==> src/rtl/shared_bus_sel_arbiter_if.sv <==
// Shared-bus arbiter signal bundle: level requests in; grant, select and completion out.
// master = arbiter side, slave = requester/board side.
interface shared_bus_sel_arbiter_if #(
  parameter int NUM_REQ = 4,
  parameter int IDX_W   = $clog2(NUM_REQ)
);
  logic [NUM_REQ-1:0] req;
  logic [NUM_REQ-1:0] ack;
  logic [IDX_W-1:0]   gnt_idx;
  logic               gnt_valid;
  logic [NUM_REQ-1:0] sel_n;
  logic               busy;

  modport master (
    input  req,
    output ack, gnt_idx, gnt_valid, sel_n, busy
  );

  modport slave (
    output req,
    input  ack, gnt_idx, gnt_valid, sel_n, busy
  );
endinterface

==> src/rtl/shared_bus_sel_arbiter.sv <==
// Round-robin arbiter/sequencer for a shared RAM: grants one requester per timed access
// window, drives a one-cold active-low select, pulses ack on the window's last cycle.
module shared_bus_sel_arbiter #(
  parameter int NUM_REQ     = 4,
  parameter int IDX_W       = $clog2(NUM_REQ),
  parameter int ACC_CYCLES  = 3,
  parameter int TURN_CYCLES = 1
) (
  input  logic                    clk,
  input  logic                    reset,
  shared_bus_sel_arbiter_if.master bus
);

  localparam logic [1:0] S_IDLE   = 2'd0;
  localparam logic [1:0] S_ACCESS = 2'd1;
  localparam logic [1:0] S_GAP    = 2'd2;

  localparam logic [3:0] ACC_LOAD = 4'(ACC_CYCLES - 1);
  localparam logic [3:0] GAP_LOAD = (TURN_CYCLES > 0) ? 4'(TURN_CYCLES - 1) : 4'd0;

  logic [1:0]         r_state;
  logic [3:0]         r_cnt;
  logic [IDX_W-1:0]   r_ptr;
  logic [IDX_W-1:0]   r_gnt_idx;
  logic               r_gnt_valid;
  logic [NUM_REQ-1:0] r_sel_n;
  logic [NUM_REQ-1:0] r_ack;
  logic               r_busy;

  logic [1:0]         w_state_nxt;
  logic [3:0]         w_cnt_nxt;
  logic [IDX_W-1:0]   w_ptr_nxt;
  logic [IDX_W-1:0]   w_idx_nxt;
  logic [NUM_REQ-1:0] w_ack_nxt;
  logic               w_valid_nxt;
  logic [NUM_REQ-1:0] w_rot;
  logic [IDX_W-1:0]   w_pick;

  function automatic logic [IDX_W-1:0] wrap_add(input logic [IDX_W-1:0] base, input int off);
    int s;
    s = int'(base) + off;
    if (s >= NUM_REQ) s = s - NUM_REQ;
    return IDX_W'(s);
  endfunction

  // Requests rotated so bit 0 is the current priority holder.
  assign w_rot = NUM_REQ'({bus.req, bus.req} >> r_ptr);

  always_comb begin
    w_pick = r_ptr;
    for (int i = NUM_REQ - 1; i >= 0; i--) begin
      if (w_rot[i]) w_pick = wrap_add(r_ptr, i);
    end
  end

  always_comb begin
    w_state_nxt = r_state;
    w_cnt_nxt   = r_cnt;
    w_ptr_nxt   = r_ptr;
    w_idx_nxt   = r_gnt_idx;
    w_ack_nxt   = '0;
    case (r_state)
      S_IDLE: begin
        if (|bus.req) begin
          w_state_nxt = S_ACCESS;
          w_idx_nxt   = w_pick;
          w_cnt_nxt   = ACC_LOAD;
          if (ACC_CYCLES == 1) w_ack_nxt[w_pick] = 1'b1;
        end
      end
      S_ACCESS: begin
        if (r_cnt == 4'd0) begin
          w_ptr_nxt = wrap_add(r_gnt_idx, 1);
          if (TURN_CYCLES > 0) begin
            w_state_nxt = S_GAP;
            w_cnt_nxt   = GAP_LOAD;
          end else begin
            w_state_nxt = S_IDLE;
          end
        end else begin
          w_cnt_nxt = r_cnt - 4'd1;
          // ack is registered, so raise it one edge before the counter reaches zero.
          if (r_cnt == 4'd1) w_ack_nxt[r_gnt_idx] = 1'b1;
        end
      end
      S_GAP: begin
        if (r_cnt == 4'd0) w_state_nxt = S_IDLE;
        else               w_cnt_nxt   = r_cnt - 4'd1;
      end
      default: w_state_nxt = S_IDLE;
    endcase
  end

  assign w_valid_nxt = (w_state_nxt == S_ACCESS);

  // Outputs are registered from next-state so they change only on the clock edge.
  always_ff @(posedge clk or posedge reset) begin
    if (reset) begin
      r_state     <= S_IDLE;
      r_cnt       <= 4'd0;
      r_ptr       <= '0;
      r_gnt_idx   <= '0;
      r_gnt_valid <= 1'b0;
      r_sel_n     <= '1;
      r_ack       <= '0;
      r_busy      <= 1'b0;
    end else begin
      r_state     <= w_state_nxt;
      r_cnt       <= w_cnt_nxt;
      r_ptr       <= w_ptr_nxt;
      r_gnt_idx   <= w_idx_nxt;
      r_gnt_valid <= w_valid_nxt;
      r_sel_n     <= w_valid_nxt ? ~(NUM_REQ'(1) << w_idx_nxt) : '1;
      r_ack       <= w_ack_nxt;
      r_busy      <= (w_state_nxt != S_IDLE);
    end
  end

  assign bus.ack       = r_ack;
  assign bus.gnt_idx   = r_gnt_idx;
  assign bus.gnt_valid = r_gnt_valid;
  assign bus.sel_n     = r_sel_n;
  assign bus.busy      = r_busy;

  a_sel_onecold: assert property (@(posedge clk) disable iff (reset) $onehot0(~bus.sel_n));
  a_sel_decode:  assert property (@(posedge clk) disable iff (reset)
                   bus.sel_n == ~(NUM_REQ'(bus.gnt_valid) << bus.gnt_idx));
  a_valid_busy:  assert property (@(posedge clk) disable iff (reset) bus.gnt_valid |-> bus.busy);
  a_idx_range:   assert property (@(posedge clk) disable iff (reset) int'(bus.gnt_idx) < NUM_REQ);
  a_ack_grant:   assert property (@(posedge clk) disable iff (reset)
                   (bus.ack != '0) |-> (bus.gnt_valid && bus.ack == (NUM_REQ'(1) << bus.gnt_idx)));

endmodule

==> src/flat_wrapper.sv <==
// flat-port wrapper written by rule: the top's interface ports become plain ports
module shared_bus_sel_arbiter_flat 
#(
  parameter int NUM_REQ     = 4,
  parameter int IDX_W       = $clog2(NUM_REQ),
  parameter int ACC_CYCLES  = 3,
  parameter int TURN_CYCLES = 1
)
  (clk, reset, bus_req, bus_ack, bus_gnt_idx, bus_gnt_valid, bus_sel_n, bus_busy);
  shared_bus_sel_arbiter_if #(.NUM_REQ(NUM_REQ), .IDX_W(IDX_W)) bus_i ();
  input  logic clk;
  input  logic reset;
  input wire logic [$bits(bus_i.req)-1:0] bus_req;
  output wire logic [$bits(bus_i.ack)-1:0] bus_ack;
  output wire logic [$bits(bus_i.gnt_idx)-1:0] bus_gnt_idx;
  output wire logic [$bits(bus_i.gnt_valid)-1:0] bus_gnt_valid;
  output wire logic [$bits(bus_i.sel_n)-1:0] bus_sel_n;
  output wire logic [$bits(bus_i.busy)-1:0] bus_busy;
  assign bus_i.req = bus_req;
  assign bus_ack = bus_i.ack;
  assign bus_gnt_idx = bus_i.gnt_idx;
  assign bus_gnt_valid = bus_i.gnt_valid;
  assign bus_sel_n = bus_i.sel_n;
  assign bus_busy = bus_i.busy;
  shared_bus_sel_arbiter #(.NUM_REQ(NUM_REQ), .IDX_W(IDX_W), .ACC_CYCLES(ACC_CYCLES), .TURN_CYCLES(TURN_CYCLES)) u_core (.clk(clk), .reset(reset), .bus(bus_i));
endmodule
==> config.mk <==
export PLATFORM = sky130hd
export DESIGN_NAME = shared_bus_sel_arbiter_flat
export DESIGN_NICKNAME = d
export VERILOG_FILES = /design/src/rtl/shared_bus_sel_arbiter_if.sv /design/src/rtl/shared_bus_sel_arbiter.sv /design/src/flat_wrapper.sv
export SDC_FILE = /design/constraint.sdc
export NUM_CORES = 1
export LEC_CHECK = 0
export CELL_PAD_IN_SITES_DETAIL_PLACEMENT = 1
export CELL_PAD_IN_SITES_GLOBAL_PLACEMENT = 1
export CORE_ASPECT_RATIO = 1.75
export CORE_MARGIN = 1
export CORE_UTILIZATION = 40
export DETAILED_ROUTE_END_ITERATION = 6
export PLACE_DENSITY = 0.77
export SYNTH_ARGS = -nofsm -noshare
export SYNTH_HDL_FRONTEND = slang
export SYNTH_SLANG_ARGS = --single-unit
==> constraint.sdc <==
create_clock -name clk -period 2.1 [get_ports clk]
set_input_delay 0.42 -clock clk [delete_from_list [all_inputs] [get_ports clk]]
set_output_delay 0.42 -clock clk [all_outputs]
set_load 0.02 [all_outputs]
-- Word-level counts from Yosys, hierarchy flattened
Cells that the tools add are included.
- div/mod/pow operators: 0
- multiply operators: 0
- reductions and logical operators: 8
- equal/unequal tests: 6
- mux-type cells: 25
- bitwise gates (word level): 1
- add/sub/neg operators: 10
- magnitude comparators: 7
- shift operators: 2
- operators by type and width (cell ; number):
    $mux W2 ; 14
    $mux W4 ; 7
    $ge A3 B3 Y1 const B ; 4
    $pmux W4 S3 ; 1
    $sub A2 B1 Y2 const B ; 5
    $shr A8 B2 Y4 ; 1
    $add A2 B1 Y3 const B ; 2
    $add A2 B2 Y3 const B ; 2
    $pmux W2 S3 ; 1
    $eq A2 B1 Y1 const B ; 2
    $eq A4 B1 Y1 const B ; 1
    $logic_not A4 Y1 ; 1
    $not A4 Y4 ; 1
    $reduce_or A4 Y1 ; 1
    $shl A1 B2 Y4 const A ; 1
    $sub A4 B1 Y4 const B ; 1
    $ge A2 B3 Y1 const B ; 1
    $lt A2 B3 Y1 const B ; 1
    $reduce_and A3 Y1 ; 1
    $reduce_bool A3 Y1 ; 1
    $demux W1 S2 ; 1
    $eq A2 B2 Y1 const B ; 1
    $ge A2 B1 Y1 const B ; 1
    $logic_not A2 Y1 ; 1
    other kinds (6) ; 6
- word-level logic and storage cells: 67
- bits in registers: 20
- output and inout port bits: 12
- bits in read-only memories: 0
- latch bits: 0
- memories kept: 0
- bits in writable memories: 0

-- Depth between registers and ports, before layout
- depth in word-level cells: 12
- depth in mapped cells: 7
- mapped depth without buffers: 7

-- Worst setup path before layout
No wires, ideal clock.
- path type: reg-to-reg
- start point: register u_core.r_cnt[0]
- end point: register u_core.r_sel_n[0], in the netlist u_core.bus.sel_n[0]
- clock period less this slack: 1920 ps
- path slack: 180 ps
- stages on the path, launching flop included: 8
- setup time: 88 ps
- arrival: 1832 ps
- path through: dfrtp_1 > inv_1 > ha_1 > or3b_4 > a21oi_2 > a21oi_2 > nor3b_4 > or3b_1
- cells in the longest elaborated chain, start to end: 5
- elaborated cells on any way between the ends: 6
- RTL lines (what ; line ; text):
    start: declaration ; shared_bus_sel_arbiter.sv:22 ; logic [3:0] r_cnt;
    start signal: assignment ; shared_bus_sel_arbiter.sv:109 ; r_cnt <= w_cnt_nxt;
    $logic_not A4 Y1 (*) ; shared_bus_sel_arbiter.sv:72, shared_bus_sel_arbiter.sv:87 ;
    $mux W2, on equally long branches ; shared_bus_sel_arbiter.sv:87, shared_bus_sel_arbiter.sv:72 ;
    $pmux W2 S3 (*) ; shared_bus_sel_arbiter.sv:62 ; case (r_state)
    $eq A2 B1 Y1 (*) ; shared_bus_sel_arbiter.sv:94 ; assign w_valid_nxt = (w_state_nxt == S_ACCESS);
    net u_core.w_valid_nxt ; shared_bus_sel_arbiter.sv:35 ; logic w_valid_nxt;
    $mux W4 (*) ; shared_bus_sel_arbiter.sv:113 ; r_sel_n <= w_valid_nxt ? ~(NUM_REQ'(1) << w_idx_nxt) : '1;
    end signal: assignment ; shared_bus_sel_arbiter.sv:113 ;
    end: declaration ; shared_bus_sel_arbiter.sv:26 ; logic [NUM_REQ-1:0] r_sel_n;
The timed path passes the listed nets; every way through them passes the cells marked *.
A chain may end at the register's enable or synchronous reset.

-- Worst setup path in the final report
Same ends and word-level chain as after synthesis.

==> qor.yml <==
grt_util_all_layers: 0.220
area.growth.synth_to_final_pct: 31.1
final-seq-area_um2: 505
final_core_util: 0.563
slew-limit-headroom: 0.727
met3_usage: 0.0188
final_area_um2: 1420
required_ns: 2.28
drtAntennaViolNets: 0
htree_levels: 1
routed_wl_um: 2600
synthTopCellsByArea: "dfrtp_1, ha_1, dfstp_2, inv_1, o21ai_0"
viasPerCell: 5.51
synth-edff-count: 0
grt_pass1_vias: 1004
numCtsBuffers: 3
p_comb_frac: 0.524
dieArea_um2: 2930
path_class: "reg2reg"
fin_crit_sh: 0.955
wl_per_cell_um: 16.1
die_width_um: 41.3
critPathMostFrequentCell: "a21oi_2"
arrival_ns: 2.18
first_pass_iters: 2
grt_overflow: 0
portBuffers: 17
grt_setup_unrepaired: "false"
path_delay_family: "simple AND/OR/NAND/NOR gates"
synth_fp_nets: 124
io_pins: 18
cts-root-buf: "clkbuf_8"
cellLeakagePower_nw: 0.652
crit_fanout: 4
hpwl_um: 2060
drive_gt1_frac: 0.169
irDropWorstVdd_uv: 726
status: "finished clean"
seq_power_share: 0.301
slew_violations: 0
remaining_drc_errors: 0
p_int_w: 0.00132
core-area_um2: 2520
place_area_um2: 1350
ys_seq_area_frac: 0.467
num_antenna_cells: 0
ff2ff_path_depth: 7
cts_tree: "built"
grt_pass1_wl_um: 4380
num_vias: 892
fin_nets: 154
max_freq_ghz: 0.499
setup_violations: 0
crit_slowest_cell: "or3b_4"
syn_inst: 107
fin_crit_ns: 2.00
crit_start: "u_core.r_cnt[0]"
clock_skew_ns: 0.00180
placedCellCount: 158
endpoint_kind: "register"
regToRegSetupSlack_ns: 0.1
multiInputGateArea_um2: 524
avgSynthCellArea_um2: 10.1
worstMarginPinSlew_ns: 0.406
synthDistinctLibCells: 30
hold_viol_final: 0
antenna_found_initial: 0
power.share.clock: 0.176
synth.most_common_cell: "dfrtp_1"
switchingPower_w: 0.000844
hold_ws_ns: 0.508
num-fill-cells: 303
hp-class: "in2async"
ys_ff_latch: 20
synth_flop_cell: "dfrtp_1"
synth_common_cells: "dfrtp_1, inv_1, ha_1"
rows: 24
stdcell_count: 162
synth_top_area_share: 0.370
clk_pin_slew_worst_paths_ns: 0.07
busiest_layer: "met2"
critPathLaunchType: "register"
grt_util_met1: 0.218
initial_core_util: 0.430
crit_chain: "inv_1 -> ha_1 -> or3b_4 -> a21oi_2 -> a21oi_2 -> nor3b_4 -> or3b_1"
fp.dieH_um: 70.9
place.gp.congestion: 0.724
synth_area_leader_cell: "dfrtp_1"
async_reset_ff_frac: 1.00
drtIter0Drc: 8
cts.path.max_buffers: 2
met2_usage: 0.422
worstReg2RegEnd: "u_core.bus.sel_n[0]"
cts_sinks: 20
setup_tns_ns: 0
yosys_warnings: 0
rr_startpoint: "u_core.r_cnt[0]"
maxCapViolCount: 0
grt_max_degree: 21
insertion_delay_ns: 0.25
critical_path_buf_inv_count: 1
swShare: 0.391
slowest_delay_ns: 0.42
power_density_nw_per_um2: 1520
synthesis.area_um2: 1080
per-layer routing:
metal	share of wire	wire length [um]
met1	0.35	923
met2	0.62	1620
met3	0.014	37
met4	0.0081	21
met5	0	0
worst max-delay path by stage:
stage	cells after the start	end	slack (ns)
final	7	u_core.bus.sel_n[0]	0.1
after global routing	7	u_core.bus.sel_n[0]	0.009
after CTS	7	u_core.bus.sel_n[0]	0.09
after detailed placement	6	u_core.bus.sel_n[0]	-0.01
after global placement	6	u_core.bus.sel_n[0]	0.05
after floorplan	7	u_core.bus.sel_n[0]	0.18
through the flow:
step,setup WS [ns],total power [W]
6_report,0.0951,0.00216
3_3_place_gp,0.0488,0.00172
3_5_place_dp,-0.00970,0.00179
2_1_floorplan,0.180,0.00135
4_1_cts,0.0934,0.00219
5_1_grt,0.00870,0.00234
cells by family after synthesis:
family / after synthesis / synth area share
fa+ha+maj: 11 / 0.127
compound gates: 27 / 0.157
simple gates: 32 / 0.178
mux: 2 / 0.0196
flops: 20 / 0.467
buf+inv: 15 / 0.0520
power by group through the flow:
stage / Clock (W) / Sequential (W) / Combinational (W)
2_1_floorplan: 0 / 0.000707 / 0.000644
6_report: 0.000380 / 0.000649 / 0.00113
5_1_grt: 0.000400 / 0.000667 / 0.00128
3_5_place_dp: 0 / 0.000657 / 0.00113
3_3_place_gp: 0 / 0.000643 / 0.00107
4_1_cts: 0.000393 / 0.000649 / 0.00114
final cells by class:
cell class / count / area share
Multi-Input combinational cell: 72 / 0.369
Sequential cell: 20 / 0.356
Timing Repair Buffer: 25 / 0.162
Inverter: 15 / 0.0396
Clock buffer: 3 / 0.0291
Tap cell: 26 / 0.0229
Clock inverter: 1 / 0.0211
worst reg2reg max path: cells and delay by family, from the launching register on:
family / cells / cell delay (ns)
AO/OA/AOI/OAI: 2 / 0.23
adder cells (fa/ha/maj): 1 / 0.19
buffers and inverters: 1 / 0.12
flip-flops: 1 / 0.40
AND/OR/NAND/NOR: 3 / 1.00
sequential cells by signal, indices dropped and copies added, names as in the netlist:
signal                flops
u_core.bus.gnt_idx        2
u_core.r_cnt              4
u_core.r_ptr              2
u_core.bus.busy           1
u_core.bus.gnt_valid      1
u_core.bus.sel_n          4
u_core.r_state            2
u_core.bus.ack            4
timing repair:
action	4_1_cts	5_1_grt
setup buffers	0	0
hold buffers	0	0
endpoints found under the setup margin	0	1
hold endpoints to repair	0	0
gates resized for setup	0	1
placed cells by master, fill, tap and decap left out, drive strengths merged, types with 2 or more instances in the layout:
master / instances
clkdlybuf4s50: 17
nor3b: 2
buf: 8
a21oi: 6
o22ai: 3
nand2: 8
ha: 11
nand2b: 4
clkbuf: 3
or3b: 2
dfrtp: 16
a221oi: 3
dfstp: 4
o21ai: 10
nand3b: 3
nor2: 6
nor3: 3
inv: 15
Note: power is estimated with default switching activity, not from simulation.
